File: src/rtl/time_set_ctrl_if.sv
// Bundle between the time-setting controller and the digit counter / display.
// The controller side is the master; the counter/button side is the slave.
interface time_set_ctrl_if;
    logic       btn_mode;
    logic       btn_left;
    logic       btn_up;
    logic       btn_down;
    logic [3:0] sec0;
    logic [3:0] sec1;
    logic [3:0] min0;
    logic [3:0] min1;
    logic [3:0] hrs0;
    logic [3:0] hrs1;
    logic       set_active;
    logic [5:0] cursor;
    logic [3:0] n_sec0;
    logic [3:0] n_sec1;
    logic [3:0] n_min0;
    logic [3:0] n_min1;
    logic [3:0] n_hrs0;
    logic [3:0] n_hrs1;
    logic [5:0] blank;

    modport master (
        input  btn_mode, btn_left, btn_up, btn_down,
        input  sec0, sec1, min0, min1, hrs0, hrs1,
        output set_active, cursor,
        output n_sec0, n_sec1, n_min0, n_min1, n_hrs0, n_hrs1,
        output blank
    );

    modport slave (
        output btn_mode, btn_left, btn_up, btn_down,
        output sec0, sec1, min0, min1, hrs0, hrs1,
        input  set_active, cursor,
        input  n_sec0, n_sec1, n_min0, n_min1, n_hrs0, n_hrs1,
        input  blank
    );
endinterface

File: src/rtl/time_set_ctrl.sv
// Push-button time-setting controller: edits a shadow copy of the BCD time and
// commits it digit by digit to the counter. Define TSET_BLINK_EN to build the blink mask.
module time_set_ctrl #(
    parameter int TIMEOUT    = 30,
    parameter int BLINK_HALF = 1
) (
    input logic            clk,
    input logic            rst_n,
    time_set_ctrl_if.master bus
);

    typedef enum logic [1:0] {
        ST_RUN,
        ST_SET,
        ST_COMMIT
    } state_e;

    typedef enum logic [2:0] {
        ACT_NONE,
        ACT_MODE,
        ACT_LEFT,
        ACT_UP,
        ACT_DOWN
    } action_e;

    localparam int IDLE_W = (TIMEOUT < 2) ? 1 : $clog2(TIMEOUT + 1);
    localparam logic [IDLE_W-1:0] IDLE_LAST = IDLE_W'((TIMEOUT > 0) ? TIMEOUT - 1 : 0);

    // Shadow digit index: 0=sec0 1=sec1 2=min0 3=min1 4=hrs0 5=hrs1.
    function automatic logic [3:0] digit_max(input logic [2:0] idx, input logic [3:0] hrs1);
        case (idx)
            3'd0:    digit_max = 4'd9;
            3'd1:    digit_max = 4'd5;
            3'd2:    digit_max = 4'd9;
            3'd3:    digit_max = 4'd5;
            3'd4:    digit_max = (hrs1 == 4'd2) ? 4'd3 : 4'd9;
            3'd5:    digit_max = 4'd2;
            default: digit_max = 4'd9;
        endcase
    endfunction

    logic [3:0] btn_raw;
    logic [3:0] sync1_q;
    logic [3:0] sync2_q;
    logic [3:0] prev_q;
    logic [3:0] pulse;
    action_e    act;

    state_e            state_q, state_d;
    logic [5:0][3:0]   shadow_q, shadow_d;
    logic [5:0]        cursor_q, cursor_d;
    logic [IDLE_W-1:0] idle_q, idle_d;
    logic [2:0]        sel_idx;
    logic [3:0]        sel_digit;
    logic [3:0]        sel_max;
    logic              edited;
    logic              blink_restart;

    assign btn_raw = {bus.btn_mode, bus.btn_left, bus.btn_up, bus.btn_down};

    // NOTE: sequential state uses non-blocking (<=) so every flop samples pre-edge values.
    always_ff @(posedge clk or negedge rst_n) begin
        if (!rst_n) begin
            sync1_q <= '0;
            sync2_q <= '0;
            prev_q  <= '0;
        end else begin
            sync1_q <= btn_raw;
            sync2_q <= sync1_q;
            prev_q  <= sync2_q;
        end
    end

    assign pulse = sync2_q & ~prev_q;

    // Only one press is honoured per cycle; lower-priority pulses are dropped.
    always_comb begin
        if (pulse[3])      act = ACT_MODE;
        else if (pulse[2]) act = ACT_LEFT;
        else if (pulse[1]) act = ACT_UP;
        else if (pulse[0]) act = ACT_DOWN;
        else               act = ACT_NONE;
    end

    always_comb begin
        sel_idx = 3'd0;
        for (int i = 0; i < 6; i++) begin
            if (cursor_q[i]) sel_idx = 3'(i);
        end
    end

    assign sel_digit = shadow_q[sel_idx];
    assign sel_max   = digit_max(sel_idx, shadow_q[5]);

    // NOTE: every output of this block gets a default first, so no path can infer a latch.
    always_comb begin
        state_d       = state_q;
        shadow_d      = shadow_q;
        cursor_d      = cursor_q;
        idle_d        = idle_q;
        edited        = 1'b0;
        blink_restart = 1'b0;

        case (state_q)
            ST_RUN: begin
                if (act == ACT_MODE) begin
                    state_d       = ST_SET;
                    shadow_d      = {bus.hrs1, bus.hrs0, bus.min1, bus.min0, bus.sec1, bus.sec0};
                    cursor_d      = 6'b000001;
                    idle_d        = '0;
                    blink_restart = 1'b1;
                end
            end

            ST_SET: begin
                case (act)
                    ACT_MODE: begin
                        state_d  = ST_COMMIT;
                        cursor_d = 6'b000001;
                    end
                    ACT_LEFT: begin
                        cursor_d      = {cursor_q[4:0], cursor_q[5]};
                        idle_d        = '0;
                        blink_restart = 1'b1;
                    end
                    ACT_UP: begin
                        shadow_d[sel_idx] = (sel_digit >= sel_max) ? 4'd0 : sel_digit + 4'd1;
                        edited            = 1'b1;
                        idle_d            = '0;
                    end
                    ACT_DOWN: begin
                        shadow_d[sel_idx] = (sel_digit == 4'd0 || sel_digit > sel_max)
                                            ? sel_max : sel_digit - 4'd1;
                        edited            = 1'b1;
                        idle_d            = '0;
                    end
                    default: begin
                        if (idle_q == IDLE_LAST) begin
                            if (TIMEOUT != 0) begin
                                state_d  = ST_COMMIT;
                                cursor_d = 6'b000001;
                            end
                        end else begin
                            idle_d = idle_q + 1'b1;
                        end
                    end
                endcase
                // Raising the tens of hours to 2 must drag the units into 20..23.
                if (edited && shadow_d[5] == 4'd2 && shadow_d[4] > 4'd3) begin
                    shadow_d[4] = 4'd3;
                end
            end

            ST_COMMIT: begin
                if (cursor_q[5]) begin
                    state_d  = ST_RUN;
                    cursor_d = '0;
                end else begin
                    cursor_d = {cursor_q[4:0], 1'b0};
                end
            end

            default: begin
                state_d  = ST_RUN;
                cursor_d = '0;
            end
        endcase
    end

    // NOTE: the shadow digits are reset like any other state because they drive n_* directly.
    always_ff @(posedge clk or negedge rst_n) begin
        if (!rst_n) begin
            state_q  <= ST_RUN;
            shadow_q <= '0;
            cursor_q <= '0;
            idle_q   <= '0;
        end else begin
            state_q  <= state_d;
            shadow_q <= shadow_d;
            cursor_q <= cursor_d;
            idle_q   <= idle_d;
        end
    end

    assign bus.set_active = (state_q != ST_RUN);
    assign bus.cursor     = cursor_q;
    assign bus.n_sec0     = shadow_q[0];
    assign bus.n_sec1     = shadow_q[1];
    assign bus.n_min0     = shadow_q[2];
    assign bus.n_min1     = shadow_q[3];
    assign bus.n_hrs0     = shadow_q[4];
    assign bus.n_hrs1     = shadow_q[5];

`ifdef TSET_BLINK_EN
    localparam int BLINK_W = (BLINK_HALF < 2) ? 1 : $clog2(BLINK_HALF);
    localparam logic [BLINK_W-1:0] BLINK_LAST = BLINK_W'((BLINK_HALF > 0) ? BLINK_HALF - 1 : 0);

    logic [BLINK_W-1:0] blink_cnt_q;
    logic               blink_phase_q;

    // Phase 0 is visible; a restart always shows the digit before hiding it.
    always_ff @(posedge clk or negedge rst_n) begin
        if (!rst_n) begin
            blink_cnt_q   <= '0;
            blink_phase_q <= 1'b0;
        end else if (blink_restart) begin
            blink_cnt_q   <= '0;
            blink_phase_q <= 1'b0;
        end else if (state_q == ST_SET) begin
            if (blink_cnt_q == BLINK_LAST) begin
                blink_cnt_q   <= '0;
                blink_phase_q <= ~blink_phase_q;
            end else begin
                blink_cnt_q <= blink_cnt_q + 1'b1;
            end
        end
    end

    assign bus.blank = (state_q == ST_SET && blink_phase_q) ? cursor_q : '0;
`else
    logic blink_unused;
    assign blink_unused = blink_restart | (BLINK_HALF > 0);
    assign bus.blank    = '0;
`endif

endmodule

File: src/flat_wrapper.sv
// flat-port wrapper written by rule: the top's interface ports become plain ports
module time_set_ctrl_flat 
#(
    parameter int TIMEOUT    = 30,
    parameter int BLINK_HALF = 1
)
  (clk, rst_n, bus_btn_mode, bus_btn_left, bus_btn_up, bus_btn_down, bus_sec0, bus_sec1, bus_min0, bus_min1, bus_hrs0, bus_hrs1, bus_set_active, bus_cursor, bus_n_sec0, bus_n_sec1, bus_n_min0, bus_n_min1, bus_n_hrs0, bus_n_hrs1, bus_blank);
  time_set_ctrl_if bus_i ();
  input logic clk;
  input logic rst_n;
  input wire logic [$bits(bus_i.btn_mode)-1:0] bus_btn_mode;
  input wire logic [$bits(bus_i.btn_left)-1:0] bus_btn_left;
  input wire logic [$bits(bus_i.btn_up)-1:0] bus_btn_up;
  input wire logic [$bits(bus_i.btn_down)-1:0] bus_btn_down;
  input wire logic [$bits(bus_i.sec0)-1:0] bus_sec0;
  input wire logic [$bits(bus_i.sec1)-1:0] bus_sec1;
  input wire logic [$bits(bus_i.min0)-1:0] bus_min0;
  input wire logic [$bits(bus_i.min1)-1:0] bus_min1;
  input wire logic [$bits(bus_i.hrs0)-1:0] bus_hrs0;
  input wire logic [$bits(bus_i.hrs1)-1:0] bus_hrs1;
  output wire logic [$bits(bus_i.set_active)-1:0] bus_set_active;
  output wire logic [$bits(bus_i.cursor)-1:0] bus_cursor;
  output wire logic [$bits(bus_i.n_sec0)-1:0] bus_n_sec0;
  output wire logic [$bits(bus_i.n_sec1)-1:0] bus_n_sec1;
  output wire logic [$bits(bus_i.n_min0)-1:0] bus_n_min0;
  output wire logic [$bits(bus_i.n_min1)-1:0] bus_n_min1;
  output wire logic [$bits(bus_i.n_hrs0)-1:0] bus_n_hrs0;
  output wire logic [$bits(bus_i.n_hrs1)-1:0] bus_n_hrs1;
  output wire logic [$bits(bus_i.blank)-1:0] bus_blank;
  assign bus_i.btn_mode = bus_btn_mode;
  assign bus_i.btn_left = bus_btn_left;
  assign bus_i.btn_up = bus_btn_up;
  assign bus_i.btn_down = bus_btn_down;
  assign bus_i.sec0 = bus_sec0;
  assign bus_i.sec1 = bus_sec1;
  assign bus_i.min0 = bus_min0;
  assign bus_i.min1 = bus_min1;
  assign bus_i.hrs0 = bus_hrs0;
  assign bus_i.hrs1 = bus_hrs1;
  assign bus_set_active = bus_i.set_active;
  assign bus_cursor = bus_i.cursor;
  assign bus_n_sec0 = bus_i.n_sec0;
  assign bus_n_sec1 = bus_i.n_sec1;
  assign bus_n_min0 = bus_i.n_min0;
  assign bus_n_min1 = bus_i.n_min1;
  assign bus_n_hrs0 = bus_i.n_hrs0;
  assign bus_n_hrs1 = bus_i.n_hrs1;
  assign bus_blank = bus_i.blank;
  time_set_ctrl #(.TIMEOUT(TIMEOUT), .BLINK_HALF(BLINK_HALF)) u_core (.clk(clk), .rst_n(rst_n), .bus(bus_i));
endmodule
File: config.mk
export PLATFORM = sky130hd
export DESIGN_NAME = time_set_ctrl_flat
export DESIGN_NICKNAME = d
export VERILOG_FILES = /design/src/rtl/time_set_ctrl_if.sv /design/src/rtl/time_set_ctrl.sv /design/src/flat_wrapper.sv
export SDC_FILE = /design/constraint.sdc
export NUM_CORES = 1
export LEC_CHECK = 0
export CORE_UTILIZATION = 33
export DETAILED_ROUTE_END_ITERATION = 10
export GPL_ROUTABILITY_DRIVEN = 0
export PLACE_DENSITY = 0.61
export SLEW_MARGIN = 20
export SYNTH_ARGS = -nofsm -noshare
export SYNTH_HDL_FRONTEND = slang
export SYNTH_SLANG_ARGS = --single-unit
File: constraint.sdc
create_clock -name clk -period 4.6 [get_ports clk]
set_input_delay 1.38 -clock clk [delete_from_list [all_inputs] [get_ports clk]]
set_output_delay 1.38 -clock clk [all_outputs]
set_load 0.02 [all_outputs]
## After elaboration in Yosys (flattened, before gate mapping)

Cells that the tools add are included.

| storage, ports and cells | value |
|---|---|
| register bits after elaboration | 49 |
| bits in latches | 0 |
| memory bits (writable) | 0 |
| ROM bits | 0 |
| input bits | 30 |
| output and inout bits | 37 |
| word-level logic and storage cells | 100 |
| memories kept | 0 |

| operators by class | value |
|---|---|
| $add $sub $neg | 3 |
| $mul | 0 |
| div/mod/pow operators | 0 |
| order comparisons | 5 |
| equal/unequal tests | 22 |
| shift operators | 0 |
| multiplexer cells | 40 |
| bitwise gates (word level) | 2 |
| reductions and logical operators | 16 |

Operators with widths:

| cell | number |
|---|---|
| $pmux 24 s2 | 2 |
| $bwmux 24 | 2 |
| $mux 24 | 2 |
| $pmux 6 s3 | 2 |
| $mux 4 | 6 |
| $pmux 5 s2 | 2 |
| $mux 3 | 6 |
| $mux 6 | 3 |
| $bmux 4 s3 | 1 |
| $demux 4 s3 | 1 |
| $pmux 4 s3 | 1 |
| $mux 2 | 5 |
| $mux 5 | 2 |
| $eq 3x2->1 const B | 3 |
| $eq 3x3->1 const B | 3 |
| $eq 4x2->1 const B | 2 |
| $reduce_and 4->1 | 2 |
| $eq 3x1->1 const B | 2 |
| $ne 2x2->1 const B | 3 |
| $ne 3x3->1 const B | 2 |
| $pmux 2 s3 | 1 |
| $reduce_and 3->1 | 2 |
| $add 5x1->5 const B | 1 |
| $eq 5x5->1 const B | 1 |
| 24 further kinds | 31 |

## Logic depth before layout (Yosys ltp)

| logic depth | value |
|---|---|
| depth in word-level cells | 19 |
| gate-level depth with buffers | 14 |
| mapped depth without buffers | 13 |

## Least setup slack after synthesis

Ideal clock, no wire load.

| timing | value |
|---|---|
| path type | reg2reg |
| from | register u_core.cursor_q[1] (netlist: u_core.bus.cursor[1]) |
| to | register u_core.shadow_q (netlist bit u_core.bus.n_hrs0[2]) |
| setup time | 0.095 ns |
| data arrival time | 3.563 ns |
| setup slack | 0.942 ns |
| stages on the path, launching flop included | 14 |
| path buffers | 0 |
| period minus slack after synthesis | 3.658 ns |
| cell sequence | dfrtp_1 > mux2_2 > a222oi_1 > and2_1 > inv_1 > ha_1 > or2_2 > o311ai_0 > nor2_1 > a311oi_1 > o311a_1 > a311oi_2 > and3_2 > o31ai_1 |

| between the ends | value |
|---|---|
| cells in the longest elaborated chain, start to end | 19 |

Ends and longest elaborated chain:

| what | line | source |
|---|---|---|
| start: declaration | time_set_ctrl.sv:51 | `logic [5:0] cursor_q, cursor_d;` |
| start signal: assignment | time_set_ctrl.sv:180 | `cursor_q <= cursor_d;` |
| $mux 1 (*) | time_set_ctrl.sv:88 | `if (cursor_q[i]) sel_idx = 3'(i);` |
| $mux 2 (*) (2 in series) | time_set_ctrl.sv:88 |  |
| $mux 3 (*) (2 in series) | time_set_ctrl.sv:88 |  |
| $eq 3x1->1 or $eq 3x2->1 (tied branches) | time_set_ctrl.sv:31 | `case (idx)` |
| $reduce_or 2->1 (no line) | n/a |  |
| $pmux 4 s3 | time_set_ctrl.sv:31 |  |
| $gt 4x4->1 | time_set_ctrl.sv:132 | `shadow_d[sel_idx] = (sel_digit == 4'd0 \|\| sel_digit > sel_max)` |
| $logic_or 1x1->1 | time_set_ctrl.sv:132 |  |
| $mux 4 | time_set_ctrl.sv:133 | `? sel_max : sel_digit - 4'd1;` |
| $bwmux 24 | time_set_ctrl.sv:132 |  |
| $pmux 24 s2 (*) | time_set_ctrl.sv:116 | `case (act)` |
| $mux 24 (*) | time_set_ctrl.sv:104 | `case (state_q)` |
| parallel branches: the longest is 3 deep, another holds $gt 4x2->1 | n/a |  |
| $mux 4 (*) | time_set_ctrl.sv:149 | `if (edited && shadow_d[5] == 4'd2 && shadow_d[4] > 4'd3) begin` |
| $pmux 24 s2 (*) | time_set_ctrl.sv:104 |  |
| end signal: assignment | time_set_ctrl.sv:179 | `shadow_q <= shadow_d;` |
| end: declaration | time_set_ctrl.sv:50 | `logic [5:0][3:0] shadow_q, shadow_d;` |

Every way passes the cells marked *. The select of a mux whose other input is x is not followed.
A chain may end at the register's enable or synchronous reset.

## Worst setup path in the final report

| timing | value |
|---|---|
| from | register u_core.cursor_q[3] (netlist: u_core.bus.cursor[3]) |
| to | register u_core.shadow_q (netlist bit u_core.bus.n_hrs0[1]) |

| between the ends | value |
|---|---|
| cells in the longest elaborated chain, start to end | 17 |

Ends and longest elaborated chain:

| what | line |
|---|---|
| $mux 2 (*) | time_set_ctrl.sv:88 |
| $mux 3 (*) (2 in series) | time_set_ctrl.sv:88 |
| $eq 3x1->1 or $eq 3x2->1 (tied branches) | time_set_ctrl.sv:31 |
| $reduce_or 2->1 (no line) | n/a |
| $pmux 4 s3 | time_set_ctrl.sv:31 |
| $gt 4x4->1 | time_set_ctrl.sv:132 |
| $logic_or 1x1->1 | time_set_ctrl.sv:132 |
| $mux 4 | time_set_ctrl.sv:133 |
| $bwmux 24 | time_set_ctrl.sv:132 |
| $pmux 24 s2 (*) | time_set_ctrl.sv:116 |
| $mux 24 (*) | time_set_ctrl.sv:104 |
| parallel branches: the longest is 3 deep, another holds $gt 4x2->1 | n/a |
| $mux 4 (*) | time_set_ctrl.sv:149 |
| $pmux 24 s2 (*) | time_set_ctrl.sv:104 |

Marked as above.

==> out/results.txt <==
Status: finished, final reports clean
Critical Path Source Type: flop
Post-Layout Cell Count: 539
Synth Cell Area: 0.00315 mm^2
Post-CTS setup buffers: 0
Hold_ws: 353 ps
Maximum VDD drop: 0.000254 V
Commonest register cell after synthesis: dfrtp_1
Area of the multi-input gates: 0.00174 mm^2
CP Cell Sequence: nor4_4, a222oi_1, and2_1, inv_1, ha_1, or2_2, o311ai_0, nor2_1, a31oi_4, mux2i_1, a21boi_1, o21ai_0, o2bb2ai_1
Port bufs: 60
CTS tree: yes
Psw: 0.00146 W
#FFs+latches synth: 49
RSZ-0062 raised after global routing: false
Logic pwr share: 0.641
Clock Path Buffers: 2
Multiplexer area fraction after synthesis: 0.0171
Max-cap viol count: 0
Slowest CP cell: dfrtp_1
Gate Count Post-Synth: 351
Post-synth cell types: 68
CP top delay family: compound AO/OA/AOI/OAI gates
DR iter-0 viols: 269
Final count of hold timing violations: 0
Compound-Gate Fraction of Synth Area: 0.274
Clk_skew: 10.0 ps
Pint: 0.00155 W
Fin crit share: 0.920
Max-slew violations: 0
Post-cts resize count: 0
CP endpoint kind: flop
Vias: 3,065
Fraction of layout cells with a size suffix above 1: 0.0805
Ant. Diodes: 0
Final setup violation count: 0
Commonest cells post-synth: dfrtp_1, nand2_1, nor2_1
Period minus WS final: 4230 ps
Switching Share: 0.484
H-tree levels: 2
First-pass GRT wire length: 16,000 um
Detailed placement HPWL: 7070 um
Drt pass-1 iters: 5
Mean routed wirelength per cell: 17.7 um
Post-synthesis simple-gate area fraction: 0.209
FF+latch area: 0.00123 mm^2
Final Net Count: 447
Initial antenna violation count: 0
Synth area leader: dfrtp_1
Reg power frac: 0.251
Final Routed Wirelength: 9540 um
Syn Area/Cell: 8.97 um^2
Seq/Total Area, Yosys: 0.389
Worst-path clk slew: 90 ps
Largest stage delay on the critical path: 710 ps
Core ar.: 0.00924 mm^2
Pwr/cell area: 764 mW/mm^2
Synthesis-to-layout area growth: 25.2%
Slew @ Worst Pin: 1040 ps
Largest family of logic cells by synthesized area: compound AO/OA/AOI/OAI gates
Clock latency on the worst-skew pair: 310 ps
Clock power frac: 0.108
Die H: 99.7 um
Fillers: 901
Row Count: 35
Adder-cell share of the synthesized area: 0.0318
CP Class: flop to flop
Die ar.: 0.00994 mm^2
Root Buffer: clkbuf_8
GRT overflow: 0
Largest net degree at the start of global routing: 37
Post-route ant nets: 0
Min-delay worst type: flop to flop
EDFF count, synth: 0
# IOs: 67
Top-count cell post-synth: dfrtp_1
Worst path required time: 4790 ps
Share of Yosys cell area claimed by the top area cell type: 0.389
Largest cells by area after synthesis: dfrtp_1, a21oi_1, nand2_1, nor2_1, ha_1
CTS Hold Buffers Added: 0
Vias in the first global route: 3,069
Clock buffer count from CTS: 5
Dpl cells: 531
Xor and xnor area share after synthesis: 0.0139
Drt drc: 0
CTS sink cnt: 49
CP bufs+invs: 1
Gr usage total: 0.205
LEAKAGE: 1.58 nW
CP Max Fanout: 18
Slew margin rel.: 0.303
Die W: 99.7 um
Max Fclk: 236 MHz
Async set or reset register ratio after synthesis: 1.00
Starting density of the core: 0.341
Setup TNS: 0 ps
DR vias/cell: 5.69
Yosys warns: 0
Worst EP arrival: 4420 ps
[worst register-to-register path, delay by kind of cell, from the launching register on]
family	cells	cell delay (ps)
and+or+nand+nor	4	970
DFF	1	710
adders and majority gates	1	270
buffers and inverters	1	100
AOI/OAI and AO/OA	6	1940
muxes	1	120
[area by class of cell]
class	count	share of cell area
clock inverter	1	0.00761
inverter	14	0.0133
tap	129	0.0409
clock buffer	7	0.0219
multi-input combinational	272	0.441
timing repair buffer	67	0.164
sequential	49	0.311
[power groups by stage]
| stage | logic, W | registers [W] | clock network [W] |
|---|---|---|---|
| detailed placement | 0.00189 | 0.000760 | 0 |
| global placement | 0.00187 | 0.000761 | 0 |
| CTS | 0.00190 | 0.000753 | 0.000331 |
| global route | 0.00210 | 0.000780 | 0.000346 |
| finish | 0.00193 | 0.000757 | 0.000324 |
| floorplan | 0.00121 | 0.000820 | 0 |
[placed cells by master, fill, tap and decap left out, drive strengths merged, types with 10 or more instances in the layout]
cell and n:
clkdlybuf4s50 59, dfrtp 49, nand2 33, nor2 31, a21oi 26, o21ai 21, inv 14, o22ai 13
nor2b 11, nand2b 10
[flip-flops by register name, summed over array words and instances, names as in the netlist]
| name | count |
|---|---|
| u_core.bus.n_min1 | 4 |
| u_core.sync2_q | 4 |
| u_core.bus.n_hrs1 | 4 |
| u_core.prev_q | 4 |
| u_core.bus.cursor | 6 |
| u_core.sync1_q | 4 |
| u_core.state_q | 2 |
| u_core.bus.n_sec1 | 4 |
| u_core.idle_q | 5 |
| u_core.bus.n_hrs0 | 4 |
| u_core.bus.n_sec0 | 4 |
| u_core.bus.n_min0 | 4 |
[stage by stage]
stage	total power [W]	instance area [um^2]	util	setup WS [ps]
floorplan	0.00203	3170	-	942
global placement	0.00263	3830	0.414	660
detailed placement	0.00265	3830	0.414	503
CTS	0.00298	3940	0.427	487
global route	0.00323	3940	0.427	273
finish	0.00301	3940	0.427	367
[logic make-up after synthesis]
family / count (synthesis)
simple gates: 125
compound gates: 123
flops: 49
buf+inv: 35
fa+ha+maj: 8
xor+xnor: 5
mux: 5
other cells: 1
[metal layers]
metal / track usage / vias up / wire length (um)
met5: 0 / - / 0
met4: 0.0633 / 0 / 191
met3: 0.0372 / 17 / 727
met1: 0.270 / 1480 / 4160
met2: 0.343 / 160 / 4460
li1: - / 1408 / -
[path summary, 6_finish.rpt]
kind,startpoint,to,slack [ps],cells past startpoint
max,u_core.bus.cursor[3],u_core.bus.n_hrs0[1],370,13
min,u_core.sync1_q[1],u_core.sync2_q[1],350,0
max reg2reg,u_core.bus.cursor[3],u_core.bus.n_hrs0[1],370,13
min reg2reg,u_core.sync1_q[1],u_core.sync2_q[1],350,0
max in group asynchronous,rst_n,u_core.bus.n_hrs0[1],2700,2
min in group asynchronous,rst_n,u_core.bus.n_min0[2],1170,1
Note: power is estimated with default switching activity, not from simulation.
